==> src/rtl/pcs_rx_2_fifo_interface_pkg.sv <==
// Shared types and constants for the PCS RX to FIFO interface: FSM encoding,
// frame-length limits, counter/length widths and a saturating increment.
package pcs_rx_2_fifo_interface_pkg;

  typedef enum logic [1:0] {
    ST_IDLE = 2'd0,
    ST_DATA = 2'd1,
    ST_DROP = 2'd2
  } state_e;

  localparam int LEN_W           = 15;
  localparam int CNT_W           = 16;
  localparam int USEDW_W         = 12;
  localparam int FREE_W          = 13;
  localparam int FREE_EXT_W      = FREE_W + 1;
  localparam int FIFO_DEPTH_C    = 4096;
  localparam int MIN_FRAME_LEN_C = 16;
  localparam int MAX_FRAME_LEN_C = 1024;

  function automatic logic [CNT_W-1:0] sat_inc(input logic [CNT_W-1:0] v);
    return (v == {CNT_W{1'b1}}) ? v : v + 1'b1;
  endfunction

endpackage

==> src/rtl/pcs_rx_2_fifo_interface_if.sv <==
// ARI receive handshake plus RX FIFO write port. master = frame source / FIFO
// side, slave = the pcs_rx_2_fifo_interface block.
interface pcs_rx_2_fifo_interface_if;
  import pcs_rx_2_fifo_interface_pkg::*;

  logic               i_ari_val;
  logic               i_ari_sof;
  logic               i_ari_eof;
  logic [7:0]         i_ari_data;
  logic [LEN_W-1:0]   i_ari_frame_len;
  logic               i_ari_frame_len_val;
  logic               o_ari_ack;
  logic               o_fifo_wr_en;
  logic [7:0]         o_fifo_wr_data;
  logic               i_fifo_wr_full;
  logic [USEDW_W-1:0] i_fifo_wrusedw;

  modport master (
    output i_ari_val, i_ari_sof, i_ari_eof, i_ari_data, i_ari_frame_len,
           i_ari_frame_len_val, i_fifo_wr_full, i_fifo_wrusedw,
    input  o_ari_ack, o_fifo_wr_en, o_fifo_wr_data
  );

  modport slave (
    input  i_ari_val, i_ari_sof, i_ari_eof, i_ari_data, i_ari_frame_len,
           i_ari_frame_len_val, i_fifo_wr_full, i_fifo_wrusedw,
    output o_ari_ack, o_fifo_wr_en, o_fifo_wr_data
  );

endinterface

==> src/rtl/pcs_rx_2_fifo_interface_rx_frame_checker.sv <==
// Per-frame beat counter and latched length; reports length match, max-length
// hit and the first suppressed (FIFO full) write of the frame.
module pcs_rx_2_fifo_interface_rx_frame_checker
  import pcs_rx_2_fifo_interface_pkg::*;
#(
  parameter int MAX_FRAME_LEN = MAX_FRAME_LEN_C
) (
  input  logic             i_clk,
  input  logic             i_rst,
  input  logic             i_start,
  input  logic             i_beat,
  input  logic             i_blocked,
  input  logic [LEN_W-1:0] i_frame_len,
  output logic [LEN_W-1:0] o_cnt_nxt,
  output logic             o_at_max,
  output logic             o_end_ok,
  output logic             o_full_err
);

  logic [LEN_W-1:0] cnt_q, cnt_d;
  logic [LEN_W-1:0] len_q, len_d;
  logic             flag_q, flag_d;

  assign o_cnt_nxt = cnt_q + LEN_W'(1);
  assign o_at_max  = (o_cnt_nxt == LEN_W'(MAX_FRAME_LEN));
  // A frame that lost any byte to a full FIFO can never end good.
  assign o_end_ok  = (o_cnt_nxt == len_q) && !flag_q && !i_blocked;

  always_comb begin
    cnt_d      = cnt_q;
    len_d      = len_q;
    flag_d     = flag_q;
    o_full_err = 1'b0;
    if (i_start) begin
      cnt_d      = LEN_W'(1);
      len_d      = i_frame_len;
      flag_d     = i_blocked;
      o_full_err = i_blocked;
    end else if (i_beat) begin
      cnt_d      = o_cnt_nxt;
      flag_d     = flag_q | i_blocked;
      o_full_err = i_blocked && !flag_q;
    end
  end

  always_ff @(posedge i_clk or posedge i_rst) begin
    if (i_rst) begin
      cnt_q  <= '0;
      len_q  <= '0;
      flag_q <= 1'b0;
    end else begin
      cnt_q  <= cnt_d;
      len_q  <= len_d;
      flag_q <= flag_d;
    end
  end

endmodule

==> src/rtl/pcs_rx_2_fifo_interface.sv <==
// Receives ARI byte frames, admits them against length limits and reserved
// FIFO space, writes payload to the RX FIFO and reports/counts outcomes.
module pcs_rx_2_fifo_interface
  import pcs_rx_2_fifo_interface_pkg::*;
#(
  parameter int FIFO_DEPTH    = FIFO_DEPTH_C,
  parameter int MAX_FRAME_LEN = MAX_FRAME_LEN_C,
  parameter int MIN_FRAME_LEN = MIN_FRAME_LEN_C
) (
  input  logic                    i_clk,
  input  logic                    i_rst,
  pcs_rx_2_fifo_interface_if.slave ari,
  output logic                    o_frame_ok,
  output logic                    o_frame_err,
  output logic                    o_frame_drop,
  output logic [LEN_W-1:0]        o_last_frame_len,
  output logic [CNT_W-1:0]        o_frame_cnt,
  output logic [CNT_W-1:0]        o_err_cnt
);

  state_e           state_q, state_d;
  logic             wr_en_q, wr_en_d;
  logic [7:0]       wr_data_q, wr_data_d;
  logic             ok_q, ok_d, err_q, err_d, drop_q, drop_d;
  logic [LEN_W-1:0] last_len_q, last_len_d;
  logic [CNT_W-1:0] frame_cnt_q, frame_cnt_d, err_cnt_q, err_cnt_d;

  logic [FREE_W:0]   free_raw;
  logic [FREE_W-1:0] free_space;
  logic              sof_beat, sof_accept, chk_start, chk_beat, wr_try, blocked;
  logic [LEN_W-1:0]  cnt_nxt;
  logic              at_max, end_ok, full_err;

  assign ari.o_ari_ack = ari.i_ari_val;

  // The write still in flight counts against free space so back-to-back frames stay safe.
  assign free_raw   = FREE_EXT_W'(FIFO_DEPTH - 1) - FREE_EXT_W'(ari.i_fifo_wrusedw)
                    - FREE_EXT_W'(wr_en_q);
  assign free_space = free_raw[FREE_W] ? '0 : free_raw[FREE_W-1:0];
  assign sof_accept = ari.i_ari_frame_len_val
                    && (ari.i_ari_frame_len >= LEN_W'(MIN_FRAME_LEN))
                    && (ari.i_ari_frame_len <= LEN_W'(MAX_FRAME_LEN))
                    && (LEN_W'(free_space) >= ari.i_ari_frame_len);

  // SOF is honoured in IDLE and DATA (abort + restart); DROP ignores it until EOF.
  assign sof_beat  = ari.i_ari_val && ari.i_ari_sof && (state_q != ST_DROP);
  assign chk_start = sof_beat && sof_accept;
  assign chk_beat  = ari.i_ari_val && !ari.i_ari_sof && (state_q == ST_DATA);
  assign wr_try    = chk_start || chk_beat;
  assign blocked   = wr_try && ari.i_fifo_wr_full;

  pcs_rx_2_fifo_interface_rx_frame_checker #(
    .MAX_FRAME_LEN (MAX_FRAME_LEN)
  ) u_checker (
    .i_clk       (i_clk),
    .i_rst       (i_rst),
    .i_start     (chk_start),
    .i_beat      (chk_beat),
    .i_blocked   (blocked),
    .i_frame_len (ari.i_ari_frame_len),
    .o_cnt_nxt   (cnt_nxt),
    .o_at_max    (at_max),
    .o_end_ok    (end_ok),
    .o_full_err  (full_err)
  );

  always_comb begin
    state_d    = state_q;
    ok_d       = 1'b0;
    err_d      = 1'b0;
    drop_d     = 1'b0;
    last_len_d = last_len_q;
    wr_en_d    = wr_try && !ari.i_fifo_wr_full;
    wr_data_d  = wr_try ? ari.i_ari_data : wr_data_q;

    unique case (state_q)
      ST_IDLE: begin
      end
      ST_DATA: begin
        if (chk_beat) begin
          if (ari.i_ari_eof) begin
            ok_d       = end_ok;
            err_d      = !end_ok;
            last_len_d = cnt_nxt;
            state_d    = ST_IDLE;
          end else if (at_max) begin
            err_d   = 1'b1;
            state_d = ST_DROP;
          end
        end else if (sof_beat) begin
          err_d = 1'b1;
        end
      end
      ST_DROP: begin
        if (ari.i_ari_val && ari.i_ari_eof) state_d = ST_IDLE;
      end
      default: state_d = ST_IDLE;
    endcase

    if (sof_beat) begin
      if (chk_start) begin
        state_d = ari.i_ari_eof ? ST_IDLE : ST_DATA;
        if (ari.i_ari_eof) begin
          err_d      = 1'b1;
          last_len_d = LEN_W'(1);
        end
      end else begin
        drop_d  = 1'b1;
        state_d = ari.i_ari_eof ? ST_IDLE : ST_DROP;
      end
    end

    if (full_err) err_d = 1'b1;

    frame_cnt_d = ok_d ? sat_inc(frame_cnt_q) : frame_cnt_q;
    err_cnt_d   = (err_d || drop_d) ? sat_inc(err_cnt_q) : err_cnt_q;
  end

  always_ff @(posedge i_clk or posedge i_rst) begin
    if (i_rst) begin
      state_q     <= ST_IDLE;
      wr_en_q     <= 1'b0;
      wr_data_q   <= '0;
      ok_q        <= 1'b0;
      err_q       <= 1'b0;
      drop_q      <= 1'b0;
      last_len_q  <= '0;
      frame_cnt_q <= '0;
      err_cnt_q   <= '0;
    end else begin
      state_q     <= state_d;
      wr_en_q     <= wr_en_d;
      wr_data_q   <= wr_data_d;
      ok_q        <= ok_d;
      err_q       <= err_d;
      drop_q      <= drop_d;
      last_len_q  <= last_len_d;
      frame_cnt_q <= frame_cnt_d;
      err_cnt_q   <= err_cnt_d;
    end
  end

  assign ari.o_fifo_wr_en   = wr_en_q;
  assign ari.o_fifo_wr_data = wr_data_q;
  assign o_frame_ok         = ok_q;
  assign o_frame_err        = err_q;
  assign o_frame_drop       = drop_q;
  assign o_last_frame_len   = last_len_q;
  assign o_frame_cnt        = frame_cnt_q;
  assign o_err_cnt          = err_cnt_q;

endmodule

==> src/flat_wrapper.sv <==
// flat-port wrapper written by rule: the top's interface ports become plain ports
module pcs_rx_2_fifo_interface_flat import pcs_rx_2_fifo_interface_pkg::*;
#(
  parameter int FIFO_DEPTH    = FIFO_DEPTH_C,
  parameter int MAX_FRAME_LEN = MAX_FRAME_LEN_C,
  parameter int MIN_FRAME_LEN = MIN_FRAME_LEN_C
)
  (i_clk, i_rst, o_frame_ok, o_frame_err, o_frame_drop, o_last_frame_len, o_frame_cnt, o_err_cnt, ari_i_ari_val, ari_i_ari_sof, ari_i_ari_eof, ari_i_ari_data, ari_i_ari_frame_len, ari_i_ari_frame_len_val, ari_i_fifo_wr_full, ari_i_fifo_wrusedw, ari_o_ari_ack, ari_o_fifo_wr_en, ari_o_fifo_wr_data);
  pcs_rx_2_fifo_interface_if ari_i ();
  input  logic i_clk;
  input  logic i_rst;
  output logic o_frame_ok;
  output logic o_frame_err;
  output logic o_frame_drop;
  output logic [LEN_W-1:0] o_last_frame_len;
  output logic [CNT_W-1:0] o_frame_cnt;
  output logic [CNT_W-1:0] o_err_cnt;
  input wire logic [$bits(ari_i.i_ari_val)-1:0] ari_i_ari_val;
  input wire logic [$bits(ari_i.i_ari_sof)-1:0] ari_i_ari_sof;
  input wire logic [$bits(ari_i.i_ari_eof)-1:0] ari_i_ari_eof;
  input wire logic [$bits(ari_i.i_ari_data)-1:0] ari_i_ari_data;
  input wire logic [$bits(ari_i.i_ari_frame_len)-1:0] ari_i_ari_frame_len;
  input wire logic [$bits(ari_i.i_ari_frame_len_val)-1:0] ari_i_ari_frame_len_val;
  input wire logic [$bits(ari_i.i_fifo_wr_full)-1:0] ari_i_fifo_wr_full;
  input wire logic [$bits(ari_i.i_fifo_wrusedw)-1:0] ari_i_fifo_wrusedw;
  output wire logic [$bits(ari_i.o_ari_ack)-1:0] ari_o_ari_ack;
  output wire logic [$bits(ari_i.o_fifo_wr_en)-1:0] ari_o_fifo_wr_en;
  output wire logic [$bits(ari_i.o_fifo_wr_data)-1:0] ari_o_fifo_wr_data;
  assign ari_i.i_ari_val = ari_i_ari_val;
  assign ari_i.i_ari_sof = ari_i_ari_sof;
  assign ari_i.i_ari_eof = ari_i_ari_eof;
  assign ari_i.i_ari_data = ari_i_ari_data;
  assign ari_i.i_ari_frame_len = ari_i_ari_frame_len;
  assign ari_i.i_ari_frame_len_val = ari_i_ari_frame_len_val;
  assign ari_i.i_fifo_wr_full = ari_i_fifo_wr_full;
  assign ari_i.i_fifo_wrusedw = ari_i_fifo_wrusedw;
  assign ari_o_ari_ack = ari_i.o_ari_ack;
  assign ari_o_fifo_wr_en = ari_i.o_fifo_wr_en;
  assign ari_o_fifo_wr_data = ari_i.o_fifo_wr_data;
  pcs_rx_2_fifo_interface #(.FIFO_DEPTH(FIFO_DEPTH), .MAX_FRAME_LEN(MAX_FRAME_LEN), .MIN_FRAME_LEN(MIN_FRAME_LEN)) u_core (.i_clk(i_clk), .i_rst(i_rst), .ari(ari_i), .o_frame_ok(o_frame_ok), .o_frame_err(o_frame_err), .o_frame_drop(o_frame_drop), .o_last_frame_len(o_last_frame_len), .o_frame_cnt(o_frame_cnt), .o_err_cnt(o_err_cnt));
endmodule
==> config.mk <==
export PLATFORM = sky130hd
export DESIGN_NAME = pcs_rx_2_fifo_interface_flat
export DESIGN_NICKNAME = d
export VERILOG_FILES = /design/src/rtl/pcs_rx_2_fifo_interface_pkg.sv /design/src/rtl/pcs_rx_2_fifo_interface_if.sv /design/src/rtl/pcs_rx_2_fifo_interface_rx_frame_checker.sv /design/src/rtl/pcs_rx_2_fifo_interface.sv /design/src/flat_wrapper.sv
export SDC_FILE = /design/constraint.sdc
export NUM_CORES = 1
export LEC_CHECK = 0
export CORE_MARGIN = 4
export CORE_UTILIZATION = 50
export CTS_BUF_LIST = sky130_fd_sc_hd__clkbuf_2
export DETAILED_ROUTE_END_ITERATION = 10
export PLACE_DENSITY = 0.77
export SLEW_MARGIN = 10
export SYNTH_ARGS = -nofsm -noshare
export SYNTH_HDL_FRONTEND = slang
export SYNTH_SLANG_ARGS = --single-unit
==> constraint.sdc <==
create_clock -name i_clk -period 4.7 [get_ports i_clk]
set_input_delay 0.94 -clock i_clk [delete_from_list [all_inputs] [get_ports i_clk]]
set_output_delay 0.94 -clock i_clk [all_outputs]
set_load 0.02 [all_outputs]
==> results_dict.tcl <==
set metrics [dict create \
    outcome "finished, final reports clean" \
    fillerInstances 887 \
    routabilityCongestion 0.887 \
    worst_r2r_startpoint "u_core.ari.o_fifo_wr_en$_DFF_PP0_" \
    grt_use_met1_pct 28.1 \
    grt_max_degree 43 \
    finalClockSkew_ns 0.0289 \
    synth_nets 635 \
    ant_nets 0 \
    first_pass_iters 4 \
    grt_pass1_wl_mm 21.8 \
    top_usage_layer "met2" \
    clock_latency_ns 0.58 \
    layout_setup_ws_ns 0.387 \
    synth.cell_area_um2 5360 \
    async_flop_share_pct 100 \
    final.period_utilization_pct 91.8 \
    grt_pass1_vias 4458 \
    synth.largest_area_cell "dfrtp_1" \
    critical_path_class "in -> reg" \
    maxCapViolations 0 \
    io_pins 102 \
    critPathRequiredTime_ns 5.23 \
    yosys_most_used_dff "dfrtp_1" \
    worst_pin_slew_ns 0.753 \
    post_cts_resize_count 0 \
    use_met2_pct 35.6 \
    ys_seq_area_share_pct 42.9 \
    avgSynthCellArea_um2 9.34 \
    regArea_um2 2300 \
    viasPerCell 5.51 \
    met3_usage_pct 3.04 \
    post_cts.repair.setup_buffers 0 \
    min_from "u_core.o_frame_cnt[6]$_DFFE_PP0P_" \
    max_stage_delay_ns 0.45 \
    path_cells "clkdlybuf4s50_1 > ha_1 > ha_1 > and3_1 > and3_1 > and3_1 > nand3_1 > xnor2_1 > nor2_1 > ha_1 > a21oi_1 > o21a_1 > o32a_1 > o31ai_1 > buf_4 > and2_1 > nor2b_1 > o31ai_4 > buf_4 > nor4_1 > xor2_1" \
    drt-wirelength-per-cell_um 15.7 \
    synth_cells 574 \
    die_area_um2 12400 \
    fmax_ghz 0.232 \
    endpoint_kind "register" \
    hold_buffers 0 \
    ys_top_cells_by_count "dfrtp_1 (92), nand2_1 (69), nor2_1 (50)" \
    r2r_cells 20 \
    rows 37 \
    hold_violations 0 \
    final_cells 823 \
    rrSetupSlack_ns 0.71 \
    finalSetupViolCount 0 \
    ir_drop_mv 0.151 \
    grt_usage_pct 21.2 \
    nets 742 \
    cts_tree "yes" \
    start_util_pct 51.7 \
    yosysMostFrequentCell "dfrtp_1" \
    port-buffer-count 101 \
    cts_max_path_buffers 2 \
    drtIter0Drc 216 \
    start_kind "primary input" \
    ys_ff_latch 92 \
    die_w_um 112 \
    arrival_ns 4.85 \
    min_path_cells 1 \
    die_y_um 112 \
    cp_top_family "simple AND/OR/NAND/NOR gates" \
    crit_path_top_delay_cell "clkdlybuf4s50_1" \
    synth-edff-count 0 \
    synth_top_cells_by_area "dfrtp_1 (43%), xnor2_1 (6.5%), xor2_1 (6.0%), nand2_1 (4.8%), ha_1 (4.4%)" \
    hold_path.class "reg -> reg" \
    r2r-end "u_core.o_err_cnt[7]$_DFFE_PP0P_" \
    timing.hold.ws_ns 0.505 \
    yosysWarnings 0 \
    min_to "u_core.o_frame_cnt[6]$_DFFE_PP0P_" \
    crit_path_max_fanout 9 \
    grt_setup_unrepaired "false" \
    drive_gt1_share_pct 10.3 \
    worst_slew_margin_rel_pct 49.3 \
    cp.buffers_inverters 3 \
    cts_buffers 9 \
    cts-root-buf "clkbuf_2" \
    dp_hpwl_mm 10.2 \
    area_delta_synth_final_pct 26.1 \
    antenna_found_initial 1 \
    core_um2 10400 \
    dp.cells 806 \
    tns_ns 0 \
    vias 4533 \
    finalMaxSlewViolations 0 \
    htree_num_levels 3 \
    wl_mm 12.9 \
    leakage_nw 3.03 \
    place_ws_ns -0.289 \
    p_per_area_nw_per_um2 231 \
    synth_top_area_share_pct 42.9 \
    clk_pin_slew_ns 0.26 \
    clock_sinks 92 \
    min_period_ns 4.31 \
    post-route-drc-count 0 \
    multi_input_area_um2 2860 \
    overflow 0 \
    synth_cell_types 59 \
]
## layout make-up
class                           count  area share, %
Clock inverter                      7           1.48
Tap cell                          136           2.52
Timing Repair Buffer              126           17.9
Clock buffer                        9          0.666
Multi-Input combinational cell    434           42.3
Inverter                           18           1.02
Sequential cell                    92           34.0
Antenna cell                        1         0.0370
## stage by stage
stage                     cell area, µm²  util (%)  total power, mW
after CTS                           6760      65.2             1.58
after detailed placement            6610      63.8             1.13
final                               6760      65.2             1.57
after floorplan                     5360         -            0.990
after global routing                6760      65.2             1.64
after global placement              6610      63.8             1.11
## worst reg2reg max path, cell delays in order, from the launching register on
cell and delay [ns]:
dfrtp_1 0.45, ha_1 0.22, ha_1 0.19, and3_1 0.15
and3_1 0.20, and3_1 0.21, nand3_1 0.10, xnor2_1 0.12
nor2_1 0.06, ha_1 0.31, a21oi_1 0.15, o21a_1 0.15
o32a_1 0.17, o31ai_1 0.09, buf_4 0.15, and2_1 0.14
nor2b_1 0.27, o31ai_4 0.13, buf_4 0.18, nor4_1 0.31
xor2_1 0.18
## kinds of logic (layout without fill, tap and decap cells)
family                   after synthesis  after routing  synth area share (%)
adder cells (fa/ha/maj)               19             19                  4.43
multiplexers                          15             15                  3.06
buffers and inverters                 48            160                  3.73
flip-flops                            92             92                  42.9
XOR/XNOR                              79             79                  13.4
other                                  0              1                     0
AO/OA/AOI/OAI                         84             84                  10.1
AND/OR/NAND/NOR                      237            237                  22.4
## state kept, by name, indices dropped and copies added (netlist names)
register	cells
u_core.ari.o_fifo_wr_data	8
u_core.ari.o_fifo_wr_en	1
u_core.o_err_cnt	16
u_core.o_frame_cnt	16
u_core.o_frame_drop	1
u_core.o_frame_err	1
u_core.o_frame_ok	1
u_core.o_last_frame_len	15
u_core.state_q	2
u_core.u_checker.cnt_q	15
u_core.u_checker.flag_q	1
u_core.u_checker.len_q	15
## worst max-delay path by stage
stage	from	to	slack (ns)	depth (start not counted)
2_1_floorplan	ari_i_fifo_wrusedw[0]	u_core.o_err_cnt[1]$_DFFE_PP0P_	0.31	19
3_3_place_gp	ari_i_fifo_wrusedw[0]	u_core.o_err_cnt[7]$_DFFE_PP0P_	-0.16	21
3_5_place_dp	ari_i_fifo_wrusedw[0]	u_core.o_err_cnt[7]$_DFFE_PP0P_	-0.29	21
4_1_cts	ari_i_fifo_wrusedw[0]	u_core.o_err_cnt[7]$_DFFE_PP0P_	0.36	21
5_1_grt	ari_i_fifo_wrusedw[0]	u_core.o_err_cnt[7]$_DFFE_PP0P_	0.008	21
6_report	ari_i_fifo_wrusedw[0]	u_core.o_err_cnt[7]$_DFFE_PP0P_	0.39	21
## placed cells by master, fill, tap and decap left out, drive strengths merged, types with 3 or more instances in the layout
cell,instances
nand3,20
inv,18
nor3,13
clkdlybuf4s50,101
ha,19
mux2i,4
and3,12
clkinv,4
a31oi,4
o21a,3
or4,4
xnor2,40
buf,25
a21o,3
xor2,37
and2,7
dfrtp,92
clkbuf,9
nor2,54
o21ai,34
nand2,69
or3,9
and4,7
nand4,16
mux2,11
or2,5
nor4,8
nor2b,3
o32a,3
a21oi,19
## routing by layer
| layer | up-vias | part of all wire [%] |
|---|---|---|
| met3 | 20 | 4.6 |
| met2 | 112 | 48 |
| met1 | 2187 | 45 |
| li1 | 2214 | - |
| met5 | - | 0 |
| met4 | 0 | 1.7 |
## power breakdown
group / switching, mW / internal [mW]
registers: 0.0429 / 0.819
clock network: 0.276 / 0.179
logic: 0.125 / 0.122
total: 0.444 / 1.12
Power figures use the tool's default switching activity.
